File: config.mk
export PLATFORM = sky130hd
export DESIGN_NAME = uart_rx_async
export DESIGN_NICKNAME = d
export VERILOG_FILES = /design/src/rtl/uart_rx_async.sv
export SDC_FILE = /design/constraint.sdc
export NUM_CORES = 1
export LEC_CHECK = 0
export CORE_MARGIN = 10
export CORE_UTILIZATION = 56
export CTS_CLUSTER_SIZE = 30
export DETAILED_ROUTE_END_ITERATION = 7
export PLACE_DENSITY_LB_ADDON = 0.05
export SETUP_SLACK_MARGIN = 0.5
export SYNTH_ARGS = -nofsm -noshare
export SYNTH_HDL_FRONTEND = slang
export SYNTH_SLANG_ARGS = --single-unit
File: constraint.sdc
create_clock -name clk -period 1.85 [get_ports clk]
set_input_delay 0.4625 -clock clk [delete_from_list [all_inputs] [get_ports clk]]
set_output_delay 0.4625 -clock clk [all_outputs]
set_load 0.01 [all_outputs]
File: src/rtl/uart_rx_async.sv
// uart_rx_async: asynchronous UART receiver for the CoreUART register block.
// Oversamples rx with a 16x baud enable, assembles 7/8-bit frames with optional
// parity, then either holds the byte (rx_rdy) or strobes it into an RX FIFO.
// Optional build macro: UART_RX_MAJORITY_VOTE_EN selects 2-of-3 majority
// sampling at ticks 7/8/9 instead of a single sample at tick 8.
module uart_rx_async #(
  parameter int RX_FIFO = 0
) (
  input  logic       clk,
  input  logic       reset_n,
  input  logic       baud_clock,
  input  logic       rx,
  input  logic       bit8,
  input  logic       parity_en,
  input  logic       odd_n_even,
  input  logic       read_rx_byte,
  input  logic       fifo_full,
  output logic [7:0] rx_byte,
  output logic       rx_rdy,
  output logic       parity_err,
  output logic       framing_err,
  output logic       overflow,
  output logic       fifo_write_rx
);

  typedef enum logic [2:0] {
    rx_idle      = 3'd0,
    start_bit    = 3'd1,
    rx_data_bits = 3'd2,
    parity_bit   = 3'd3,
    rx_stop_bit  = 3'd4
  } rx_state_t;

  rx_state_t  state_r, next_state_s;
  logic       rx_meta_r, rx_sync_r;
  logic [3:0] samp_cnt_r, bit_cnt_r;
  logic [7:0] shift_r, frame_data_r;
  logic       par_acc_r, perr_r, stop_r, done_r, wait_high_r;
  logic       decide_s, bit_s, start_s, last_bit_s;
  logic [7:0] rx_byte_r;
  logic       rx_rdy_r, parity_err_r, framing_err_r, overflow_r, fifo_write_rx_r;

  // Parity check result: 1 means the received parity bit is wrong
  function automatic logic par_check(input logic acc, input logic pbit, input logic odd);
    return acc ^ pbit ^ odd;
  endfunction

  // Two-flop synchronizer for the asynchronous serial line, idles high
  always_ff @(posedge clk or negedge reset_n) begin
    if (!reset_n) begin
      rx_meta_r <= 1'b1;
      rx_sync_r <= 1'b1;
    end else begin
      rx_meta_r <= rx;
      rx_sync_r <= rx_meta_r;
    end
  end

`ifdef UART_RX_MAJORITY_VOTE_EN
  logic vote7_r, vote8_r;

  // 2-of-3 majority of the three samples around the bit centre
  function automatic logic maj3(input logic a, input logic b, input logic c);
    return (a & b) | (a & c) | (b & c);
  endfunction

  // Capture the two early votes of the majority window
  always_ff @(posedge clk or negedge reset_n) begin
    if (!reset_n) begin
      vote7_r <= 1'b1;
      vote8_r <= 1'b1;
    end else if (baud_clock && (samp_cnt_r == 4'd7)) begin
      vote7_r <= rx_sync_r;
    end else if (baud_clock && (samp_cnt_r == 4'd8)) begin
      vote8_r <= rx_sync_r;
    end
  end

  assign decide_s = baud_clock && (samp_cnt_r == 4'd9);
  assign bit_s    = maj3(vote7_r, vote8_r, rx_sync_r);
`else
  assign decide_s = baud_clock && (samp_cnt_r == 4'd8);
  assign bit_s    = rx_sync_r;
`endif

  // A new start is only accepted once the line has been seen high after a break
  assign start_s    = baud_clock && !rx_sync_r && !wait_high_r;
  // >= rather than == so a mid-frame bit8 change cannot strand the counter
  assign last_bit_s = (bit_cnt_r >= (bit8 ? 4'd7 : 4'd6));

  // FSM state register
  always_ff @(posedge clk or negedge reset_n) begin
    if (!reset_n) begin
      state_r <= rx_idle;
    end else begin
      state_r <= next_state_s;
    end
  end

  // FSM next-state logic
  always_comb begin
    next_state_s = state_r;
    case (state_r)
      rx_idle: begin
        if (start_s) next_state_s = start_bit;
        else         next_state_s = rx_idle;
      end
      start_bit: begin
        if (decide_s) next_state_s = bit_s ? rx_idle : rx_data_bits;
        else          next_state_s = start_bit;
      end
      rx_data_bits: begin
        if (decide_s && last_bit_s) next_state_s = parity_en ? parity_bit : rx_stop_bit;
        else                        next_state_s = rx_data_bits;
      end
      parity_bit: begin
        if (decide_s) next_state_s = rx_stop_bit;
        else          next_state_s = parity_bit;
      end
      rx_stop_bit: begin
        // Return at the stop-bit centre so a back-to-back start edge is not missed
        if (decide_s) next_state_s = rx_idle;
        else          next_state_s = rx_stop_bit;
      end
      default: next_state_s = rx_idle;
    endcase
  end

  // Sample counter, shift register, parity accumulator and frame capture
  always_ff @(posedge clk or negedge reset_n) begin
    if (!reset_n) begin
      samp_cnt_r   <= 4'd0;
      bit_cnt_r    <= 4'd0;
      shift_r      <= 8'h00;
      frame_data_r <= 8'h00;
      par_acc_r    <= 1'b0;
      perr_r       <= 1'b0;
      stop_r       <= 1'b1;
      done_r       <= 1'b0;
      wait_high_r  <= 1'b0;
    end else begin
      if ((state_r == rx_idle) && start_s) samp_cnt_r <= 4'd0;
      else if (baud_clock)                 samp_cnt_r <= samp_cnt_r + 4'd1;
      done_r <= 1'b0;
      case (state_r)
        rx_idle: begin
          if (rx_sync_r) wait_high_r <= 1'b0;
          if (start_s) begin
            bit_cnt_r <= 4'd0;
            shift_r   <= 8'h00;
            par_acc_r <= 1'b0;
            perr_r    <= 1'b0;
          end
        end
        rx_data_bits: begin
          if (decide_s) begin
            shift_r   <= {bit_s, shift_r[7:1]};
            par_acc_r <= par_acc_r ^ bit_s;
            bit_cnt_r <= bit_cnt_r + 4'd1;
          end
        end
        parity_bit: begin
          if (decide_s) perr_r <= par_check(par_acc_r, bit_s, odd_n_even);
        end
        rx_stop_bit: begin
          if (decide_s) begin
            done_r       <= 1'b1;
            stop_r       <= bit_s;
            wait_high_r  <= ~bit_s;
            // 7-bit frames land in [7:1]; right-align with bit7 cleared
            frame_data_r <= bit8 ? shift_r : {1'b0, shift_r[7:1]};
          end
        end
        default: ;
      endcase
    end
  end

  // Host-visible result registers, updated one clk after the stop decision
  always_ff @(posedge clk or negedge reset_n) begin
    if (!reset_n) begin
      rx_byte_r       <= 8'h00;
      rx_rdy_r        <= 1'b0;
      parity_err_r    <= 1'b0;
      framing_err_r   <= 1'b0;
      overflow_r      <= 1'b0;
      fifo_write_rx_r <= 1'b1;
    end else begin
      fifo_write_rx_r <= 1'b1;
      if (read_rx_byte) begin
        rx_rdy_r   <= 1'b0;
        overflow_r <= 1'b0;
      end
      if (done_r) begin
        parity_err_r  <= perr_r & parity_en;
        framing_err_r <= ~stop_r;
        if (RX_FIFO == 0) begin
          // A read in the same clk frees the holding register for the new byte
          if (!rx_rdy_r || read_rx_byte) begin
            rx_byte_r <= frame_data_r;
            rx_rdy_r  <= 1'b1;
          end else begin
            overflow_r <= 1'b1;
          end
        end else begin
          if (!fifo_full) begin
            rx_byte_r       <= frame_data_r;
            fifo_write_rx_r <= 1'b0;
          end else begin
            overflow_r <= 1'b1;
          end
        end
      end
    end
  end

  assign rx_byte       = rx_byte_r;
  assign rx_rdy        = rx_rdy_r;
  assign parity_err    = parity_err_r;
  assign framing_err   = framing_err_r;
  assign overflow      = overflow_r;
  assign fifo_write_rx = fifo_write_rx_r;

endmodule

==> reports/summary.md <==
After global routing, the most crowded layer is met2. The worst setup path is launched from a flip-flop. The number of hold buffers added after CTS was 0. The critical path is of the flip-flop to flip-flop type.

The total overflow left after global routing is 0. The worst-case vdd ir drop was 0.530 mV; the endpoint required time on the critical path was 2030 ps. The initial utilization of the core area, before any placement, comes to 59.1%.

The placed wire-length estimate after detailed placement was 3.06 mm; the top fanout value on the critical path was 3. During I/O placement, the number of pins put on the boundary was 22. By area the synthesized netlist is led by dfrtp_1, mux2_2, mux2i_1. The signal arrival time at the worst endpoint was 1770 ps; the met3 capacity usage during global routing was 4.43%. The core region is 0.00372 sq mm.

In this run the cell area of the synthesized design comes to 0.00220 sq mm. The chip height works out to 82.6 microns. Dividing the detail-routed wire length by the instance count gives 16.2 microns. Counting along the longest clock path gives a buffer depth of 2.

The first global-routing pass estimated 7.60 mm of wire. The tools report the initial antenna violation count as 0. The worst path needs 1590 ps of the cycle, external delays included. After detailed routing, the number of vias per cell comes to 5.55.

The latest clock arrival within the worst-skew pair was 290 ps; the overall die width was 82.6 microns. After routing the design area is 0.00279 sq mm. The type of destination of the critical path is a flip-flop. The run gives 1647 as the via count of the first global-routing pass. The tightest hold path in the finished design has a slack of 96.2 ps. Across every metal layer, demand over resource in global routing totals 14.4%. The detailed-router iteration count before antenna repair came out at 4.

The type of the worst min-delay path is input pin to asynchronous set/reset pin. Of all cell types, the one taking the most synthesized area is dfrtp_1. The area growth from synthesis to final layout is 27.1%, and the average cell area after synthesis is 11.5 sq um.

The total wirelength of the detailed-routed design was 4.59 mm; the row count was 22. The largest single stage delay on the critical path is 400 ps. For this design the static power due to leakage is 1.39 nW. Sequential elements use 52.6% of the synthesized area. The predominant post-synthesis flop cell was dfrtp_1. The run gives 628 MHz as the achievable clock frequency. In this run the worst setup path begins at samp_cnt_r[1]$_DFFE_PN0P_.

The DRC violations left is 0, and the proportion of synthesized flip-flops having asynchronous set or reset is 100%. The run finished with clean final reports. After clock tree synthesis, the clock-pin slew on the worst setup and hold paths is 80 ps. The library cell contributing the largest single delay on the critical path is dfrtp_1.

The library cell used as clock root buffer is clkbuf_8. The clock sink total came out at 46. For the total count of max-transition violations in the final report, the log shows 0.

The die covers 0.00683 sq mm. The number of cells produced by synthesis was 191; the synthesized netlist net count was 204. In this run, the number of DRC markers left after iteration 0 of detailed routing was 146.

The synthesized netlist contains 45 unique library cells. Setup violations remaining at the end of the flow were counted as 0. Antenna diode count: 0. The congestion estimate from routability-driven global placement came to 0.814.

Of the post-synthesis cell area, the dominant cell type holds 49.0%. Of the available clock period, the critical path in the final layout requires 86.1%. Entering global routing, the biggest net connects 30 pins. Buffers placed on the I/O ports in this run total 19.

Global routing used 24.7% of the available met2 tracks. Across all layers, the routed design uses 1570 vias. The worst clock skew was 3.78 ps; the number of nets in the layout was 247. The final total power is 0.00257 W, and the fraction of layout cells with a size suffix above 1 is 40.0%.

Summing all placed instances gives a cell area of 0.00251 sq mm. TritonCTS built the clock tree. The post-detailed-route count of antenna-violating nets was 0. The H-tree was split into 2 levels.

Counting flops with a built-in enable in the synthesized netlist gives 0. The tools report the number of buffers added by the clock tree synthesis step as 5. Setup repair after global routing could not meet its margin everywhere. Counting flops and latches in the post-synthesis netlist gives 46.

Cell area power density: 920 mW/mm^2. In this run the critical register-to-register path is launched from samp_cnt_r[1]$_DFFE_PN0P_. Total count of hold-check failures in the final report: 0. Max-cap violations in this run came to 0.

Traced cell by cell, the critical path runs through inv_2, ha_4, and4b_2, mux2_4, a22o_1. Global routing used 16.9% of the available met1 tracks. The tools report the number of warnings reported in the yosys synthesis log as 0.
sequential cells by signal (all words and copies together) (netlist names), 3 cells and up:
name / cells
frame_data_r: 8
rx_byte: 8
shift_r: 8
bit_cnt_r: 4
samp_cnt_r: 4
state_r: 3
what timing repair did:
| item | CTS | global route |
|---|---|---|
| cloned | 1 | 0 |
| endpoints found under the setup margin | 52 | 32 |
| gates resized for setup | 66 | 11 |
| pin swaps | 1 | 1 |
| buffers inserted | 15 | 1 |
synth_stat cells, types with 2 or more instances:
| cell type | instances |
|---|---|
| a21oi_1 | 3 |
| a31o_2 | 2 |
| buf_4 | 2 |
| buf_6 | 3 |
| clkbuf_2 | 2 |
| dfrtp_1 | 43 |
| dfstp_2 | 3 |
| ha_1 | 4 |
| inv_1 | 17 |
| mux2_2 | 17 |
| mux2i_1 | 16 |
| nand2_1 | 12 |
| nand2b_1 | 5 |
| nand3_1 | 2 |
| nor2_1 | 6 |
| nor3_1 | 4 |
| o21ai_0 | 12 |
| o21ai_1 | 9 |
| xnor2_1 | 2 |
| xor2_1 | 2 |
stage by stage:
step                      utilization, %  std cells  setup slack, ps  TNS, ps
after floorplan                        -        191              311        0
after global placement              67.5        258             -184    -4280
after detailed placement            67.5        258             -198    -4560
after CTS                           73.8        282              269        0
after global routing                75.2        283              230        0
final                               75.2        283              257        0
where the power goes:
part           internal [W]  switching (W)
clock network      0.000404       0.000311
registers           0.00109      0.0000956
logic              0.000323       0.000349
total               0.00181       0.000755
routing by layer:
layer | wire length (microns) | part of all wire, %
met5 | 0 | 0
met4 | 65 | 1.4
met3 | 250 | 5.4
met2 | 2260 | 49
met1 | 2010 | 44
worst max-delay path: cells and delay by family (launching register included):
family / cells / cell delay (ps)
buffers and inverters: 1 / 80
adder cells (fa/ha/maj): 1 / 150
flip-flops: 1 / 400
AND/OR/NAND/NOR: 1 / 300
multiplexers: 1 / 320
AO/OA/AOI/OAI: 1 / 220
cells by family after synthesis:
group                    share of synthesized area, %
AO/OA/AOI/OAI                                    9.23
XOR/XNOR                                         1.59
adder cells (fa/ha/maj)                          2.28
buffers and inverters                            5.98
flip-flops                                       52.6
multiplexers                                     16.0
other                                           0.171
AND/OR/NAND/NOR                                  12.2
cell usage in the layout (no fill, tap or decap), types with 2 or more instances in the layout:
master / n
nand2b_1: 3
clkbuf_8: 5
ha_4: 2
xor2_1: 2
inv_1: 14
dfrtp_2: 2
o21ai_1: 8
mux2_4: 2
o21ai_0: 9
nand3_1: 2
dfrtp_1: 41
buf_12: 3
nand2_1: 11
ha_1: 2
buf_2: 13
nor3_1: 3
buf_4: 18
dlygate4sd2_1: 3
nor2_1: 6
mux2_2: 15
nand2b_4: 2
dfstp_2: 3
mux2i_1: 16
inv_2: 3
xnor2_1: 2
o21ai_2: 5
buf_6: 5
clkdlybuf4s50_1: 3
a21oi_1: 2
clkbuf_1: 2
final cells by class:
| cell class | count | area, sq um |
|---|---|---|
| clock buffer | 7 | 76.3 |
| clock inverter | 1 | 30.0 |
| fill | 255 | 923 |
| inverter | 17 | 63.8 |
| multi-input combinational | 119 | 1030 |
| sequential | 46 | 1160 |
| tap | 48 | 60.1 |
| timing repair buffer | 45 | 373 |
final timing paths:
path,end,slack [ps],cells after the start
worst max-delay path,wait_high_r$_DFFE_PN0P_,260,5
worst min-delay path,rx_byte[1]$_DFFE_PN0P_,100,1
worst max register to register,wait_high_r$_DFFE_PN0P_,260,5
worst min register to register,bit_s$_DFF_PN1_,360,0
max in group asynchronous,stop_r$_DFFE_PN1P_,1190,2
min in group clk,bit_s$_DFF_PN1_,360,0
Note: power is estimated with default switching activity, not from simulation.
